--- src/rtl/sm3_apb_sequencer.sv ---
// sm3_apb_sequencer: drives one SM3 hash block through an APB-attached SM3 core
// Sequence: load 16 message words plus the length, start, wait for the done IRQ,
// read back the 8 digest words, clear the control register, then return the
// digest on the response channel.
// Ports:
//   io_mainClk, resetCtrl_systemReset   clock, synchronous active-high reset
//   req_*                                request (message block, length, mode)
//   rsp_*                                response (digest, sticky slave-error flag)
//   m_apb_*                              APB master towards the SM3 core
//   sm3_irq                              SM3 done level, only looked at while waiting
//   busy                                 high whenever a request is in flight
// Optional: define SM3_SEQ_TIMEOUT_EN to abandon the wait for the IRQ after
// TIMEOUT_CYCLES cycles (error flagged, digest forced to zero).
module sm3_apb_sequencer #(
    parameter logic [11:0] BASE_ADDR      = 12'h200,
    parameter int          TIMEOUT_CYCLES = 4096
) (
    input  logic         io_mainClk,
    input  logic         resetCtrl_systemReset,
    input  logic         req_valid,
    output logic         req_ready,
    input  logic [511:0] req_data,
    input  logic [31:0]  req_byte_nums,
    input  logic [1:0]   req_mode,
    output logic         rsp_valid,
    input  logic         rsp_ready,
    output logic [255:0] rsp_digest,
    output logic         rsp_error,
    output logic [11:0]  m_apb_PADDR,
    output logic         m_apb_PSEL,
    output logic         m_apb_PENABLE,
    output logic         m_apb_PWRITE,
    output logic [31:0]  m_apb_PWDATA,
    input  logic [31:0]  m_apb_PRDATA,
    input  logic         m_apb_PREADY,
    input  logic         m_apb_PSLVERROR,
    input  logic         sm3_irq,
    output logic         busy
);
    typedef enum logic [2:0] {IDLE, WR, START, WAIT_IRQ, RD, CLR, RESP} state_t;
    state_t         state_q, state_d;
    logic           phase_q, phase_d;
    logic [4:0]     idx_q, idx_d;
    logic [511:0]   data_q, data_d;
    logic [31:0]    bytes_q, bytes_d;
    logic [1:0]     mode_q, mode_d;
    logic [255:0]   digest_q, digest_d;
    logic           err_q, err_d;
    logic           apb_active, apb_done;
`ifdef SM3_SEQ_TIMEOUT_EN
    logic [31:0]    cnt_q, cnt_d;
`endif

    assign apb_active = state_q inside {WR, START, RD, CLR};
    assign apb_done   = apb_active & phase_q & m_apb_PREADY;

    always_ff @(posedge io_mainClk) begin
        if (resetCtrl_systemReset) begin
            state_q  <= IDLE;
            phase_q  <= 1'b0;
            idx_q    <= '0;
            data_q   <= '0;
            bytes_q  <= '0;
            mode_q   <= '0;
            digest_q <= '0;
            err_q    <= 1'b0;
`ifdef SM3_SEQ_TIMEOUT_EN
            cnt_q    <= '0;
`endif
        end else begin
            state_q  <= state_d;
            phase_q  <= phase_d;
            idx_q    <= idx_d;
            data_q   <= data_d;
            bytes_q  <= bytes_d;
            mode_q   <= mode_d;
            digest_q <= digest_d;
            err_q    <= err_d;
`ifdef SM3_SEQ_TIMEOUT_EN
            cnt_q    <= cnt_d;
`endif
        end
    end

    always_comb begin
        state_d  = state_q;
        idx_d    = idx_q;
        data_d   = data_q;
        bytes_d  = bytes_q;
        mode_d   = mode_q;
        digest_d = digest_q;
        err_d    = err_q;
        // SETUP always moves to ACCESS; ACCESS holds until PREADY, then the
        // next transfer (if any) starts its SETUP immediately.
        phase_d  = apb_active ? (!phase_q | !m_apb_PREADY) : 1'b0;
        if (apb_done) begin
            err_d = err_q | m_apb_PSLVERROR;
            idx_d = idx_q + 5'd1;
        end
        case (state_q)
            IDLE: if (req_valid) begin
                state_d = WR;
                idx_d   = '0;
                data_d  = req_data;
                bytes_d = req_byte_nums;
                mode_d  = req_mode;
                err_d   = 1'b0;
            end
            WR:       if (apb_done && idx_q == 5'd16) begin state_d = START; idx_d = '0; end
            START:    if (apb_done) state_d = WAIT_IRQ;
            WAIT_IRQ: if (sm3_irq) begin state_d = RD; idx_d = '0; end
            RD: if (apb_done) begin
                digest_d[{idx_q[2:0], 5'd0} +: 32] = m_apb_PRDATA;
                if (idx_q == 5'd7) begin state_d = CLR; idx_d = '0; end
            end
            CLR:      if (apb_done) state_d = RESP;
            RESP:     if (rsp_ready) state_d = IDLE;
            default:  state_d = IDLE;
        endcase
`ifdef SM3_SEQ_TIMEOUT_EN
        cnt_d = (state_q == WAIT_IRQ) ? cnt_q + 32'd1 : '0;
        if (state_q == WAIT_IRQ && !sm3_irq && cnt_q == 32'(TIMEOUT_CYCLES - 1)) begin
            state_d  = CLR;
            idx_d    = '0;
            err_d    = 1'b1;
            digest_d = '0;
        end
`endif
    end

    always_comb begin
        req_ready     = state_q == IDLE;
        busy          = state_q != IDLE;
        rsp_valid     = state_q == RESP;
        rsp_digest    = rsp_valid ? digest_q : '0;
        rsp_error     = rsp_valid & err_q;
        m_apb_PSEL    = apb_active;
        m_apb_PENABLE = apb_active & phase_q;
        m_apb_PWRITE  = apb_active & (state_q != RD);
        // idx 16 in WR lands on BASE+0x44, the length register.
        m_apb_PADDR   = state_q == WR ? BASE_ADDR + 12'h004 + {5'b0, idx_q, 2'b0} :
                        state_q == RD ? BASE_ADDR + 12'h048 + {5'b0, idx_q, 2'b0} :
                        apb_active    ? BASE_ADDR : '0;
        // Word k sits at data[511-32k -: 32], i.e. slot 15-k counted from the LSB.
        m_apb_PWDATA  = state_q == WR    ? (idx_q[4] ? bytes_q : data_q[{~idx_q[3:0], 5'd0} +: 32]) :
                        state_q == START ? {29'b0, mode_q, 1'b1} : '0;
    end
endmodule
--- config.mk ---
export PLATFORM = sky130hd
export DESIGN_NAME = sm3_apb_sequencer
export DESIGN_NICKNAME = d
export VERILOG_FILES = /design/src/rtl/sm3_apb_sequencer.sv
export SDC_FILE = /design/constraint.sdc
export NUM_CORES = 2
export LEC_CHECK = 0
export ABC_AREA = 1
export BUFFER_PORTS_ARGS = -buffer_cell sky130_fd_sc_hd__buf_2
export CORE_AREA = 2 2 344 346
export DETAILED_ROUTE_END_ITERATION = 8
export DIE_AREA = 0 0 346 348
export PLACE_DENSITY = 0.53
export SYNTH_ARGS = -nofsm -noshare
export SYNTH_HDL_FRONTEND = slang
export SYNTH_SLANG_ARGS = --single-unit
--- constraint.sdc ---
create_clock -name io_mainClk -period 7.1 [get_ports io_mainClk]
set_clock_uncertainty 0.2 [all_clocks]
set_input_delay 0.71 -clock io_mainClk [delete_from_list [all_inputs] [get_ports io_mainClk]]
set_output_delay 0.71 -clock io_mainClk [all_outputs]
set_load 0.05 [all_outputs]
==> metrics.csv <==
metric,value,unit
outcome,completed,
path_clk_slew,0.06,ns
muxShareOfSynthArea,0,%
syn_area,0.0353,sq mm
r2r-end,digest_q[114],
drt_iter0_drc,3067,
syn_area_per_cell,6.93,sq um
worst_pin_slew,1.14,ns
clock_sinks,812,
hold_start,req_data[44],
p_leak,18.8,nW
slew_headroom,24.0,%
cts_buffers,95,
cts_tree,yes,
io_pins,892,
grtUsageTotal,26.2,%
layout_setup_ws,2.11,ns
cts-root-buf,clkbuf_16,
grt-ovfl-total,0,
synth.distinct_cells,34,
drv_slew,0,
synth_most_common_cell,nor2_1,
end_kind,output pin,
drc,0,
finalCritPeriodShare,70.3,%
reg2reg_depth,8,
fin_hold_ws,0.0447,ns
preCtsSetupSlack,2.85,ns
ys_seq_area_share,46.0,%
layout-drive-gt1-share,18.8,%
reg2reg_from,idx_q[0],
die_area,0.120,sq mm
synth_fa_ha_area_share,0.283,%
clockBufferDepth,3,
die_x,346,um
setup_viol_count_final,0,
max_freq,200,MHz
grt_pass1_wl,235000,um
syn_inst,5101,
synth_compound_area_share,26.1,%
max_cap_violations,0,
grt_max_degree,229,
hold_viol_final,0,
vias,36477,
synth-simple-area-share,16.4,%
slowest_delay,0.84,ns
yosysTopAreaCell,dfxtp_1,
criticalPathCategory,register to output pin,
worstPathMaxFanout,119,
viasPerCell,4.94,
netlist.area_leader.share,46.0,%
synthXorXnorAreaFrac,0.0496,%
worstPathCellList,buf_12 -> o21ai_0 -> o21ai_0 -> nand2_1 -> nand2_1 -> nor2_1 -> a21oi_1 -> buf_2,
htreeDepth,3,
die_y,348,um
finalPower,0.0143,W
rsz0062_at_grt,no,
cp.required,6.19,ns
critPathLaunchType,register,
ys_ff_latch,812,
tns,0,ns
gp_congestion,0.874,
final_util,37.5,%
hp-class,primary input to register,
vdd_ir_drop_max,0.181,mV
initial_utilization,30.2,%
antenna_found_initial,84,
fin_crit,4.99,ns
power_density,326,mW/mm^2
dp_hpwl,118000,um
worstSkewPairLatency,0.69,ns
ant_nets,0,
rows,126,
synth_edf_count,0,
coreArea,0.117,sq mm
drt_wl_total,164000,um
hold_depth,3,
layout.nets,6332,
io_buffer_count,886,
synth_top_family_by_area,compound AO/OA/AOI/OAI gates,
drt-pass1-iter-count,5,
worstPathArrival,4.08,ns
wl_per_cell,22.3,um
yosys-top-cells-count,"1098 x nor2_1, 960 x o21ai_0, 812 x dfxtp_1, 664 x a21oi_1, 580 x inv_1",
slowest_stage,dfxtp_4,
hold_path_end,data_q[44],
synthTopCellsByArea,"dfxtp_1 46%, o21ai_0 14%, nor2_1 12%, a21oi_1 9.4%, inv_1 6.2%",
area_delta_synth_final,24.0,%
ys.flop_type,dfxtp_1,
ys_warn_count,0,
async_reset_ff_share,0,%
rrSetupSlack,3.17,ns
grt_pass1_vias,34514,
[placed cells by master, fill, tap and decap left out, types with 20 or more instances in the layout]
cell	n
nor2_1	1097
o21ai_0	960
buf_2	885
dfxtp_1	809
a21oi_1	664
inv_1	577
nand2_1	275
a211oi_1	101
clkbuf_16	95
nor3_1	78
diode_2	36
buf_4	36
o21ai_1	35
clkbuf_1	28
dlygate4sd3_1	26
nand3_1	24
o211ai_1	20
[area by class of cell]
type,count,area [sq um]
clock inverter,27,298
timing repair buffer,954,5100
tap,1536,1920
multi-input combinational,3289,15200
antenna,36,90.1
inverter,587,2240
sequential,812,16300
clock buffer,141,2730
fill,12727,73100
[per-layer routing]
metal,part of all wire (%),global-route usage [%],up-vias
li1,-,-,17828
met1,41,32.1,16900
met2,47,43.3,1366
met3,7.0,5.67,323
met4,4.8,13.1,60
met5,0.23,0,-
[how the worst max path moves through the flow]
stage | start | endpoint | slack, ns | cells past startpoint
finish | idx_q[1] | m_apb_PWDATA[17] | 2.11 | 8
global route | idx_q[1] | m_apb_PWDATA[17] | 2.03 | 8
CTS | idx_q[1] | m_apb_PWDATA[17] | 2.06 | 8
detailed placement | idx_q[1] | m_apb_PWDATA[17] | 2.85 | 8
global placement | idx_q[1] | m_apb_PWDATA[17] | 2.82 | 8
floorplan | state_q[1] | rsp_digest[225] | 3.54 | 6
[registers in the layout, indices dropped and copies added (netlist names)]
signal    count
digest_q    256
err_q         1
phase_q       1
data_q      512
bytes_q      32
mode_q        2
idx_q         5
state_q       3
[cells by family (layout without fill, tap and decap cells)]
kind of cell               Yosys count  after routing
DFF                                812            812
xor gates and xnor gates             2              2
other                                1             41
buffers and inverters             1004           1709
adders and majority gates            8              8
AOI/OAI and AO/OA                 1784           1784
and+or+nand+nor                   1490           1490
[critical path: cells and delay by family (launching register included)]
| kind | cells | cell delay (ns) |
|---|---|---|
| AOI/OAI and AO/OA | 3 | 1.04 |
| DFF | 1 | 0.84 |
| buffers and inverters | 2 | 0.81 |
| and+or+nand+nor | 3 | 0.40 |
[repair_timing]
action                     CTS  global route
setup endpoints to repair    0             0
hold buffers                26             0
setup buffers                0             0
resized for setup            0             0
hold endpoints to repair    26             0
[through the flow]
| stage | cell area [sq um] | instances |
|---|---|---|
| final | 43800 | 7382 |
| after global routing | 43800 | 7365 |
| after global placement | 40500 | 7152 |
| after CTS | 43800 | 7346 |
| after floorplan | 35400 | 5105 |
| after detailed placement | 40500 | 7152 |
[where the power goes]
part           switching (W)  leakage (nW)  internal, W
logic                0.00266          10.6     0.000968
registers           0.000385          6.65      0.00544
clock network        0.00208          1.48      0.00274
total                0.00513          18.8      0.00915
Power figures use the tool's default switching activity.
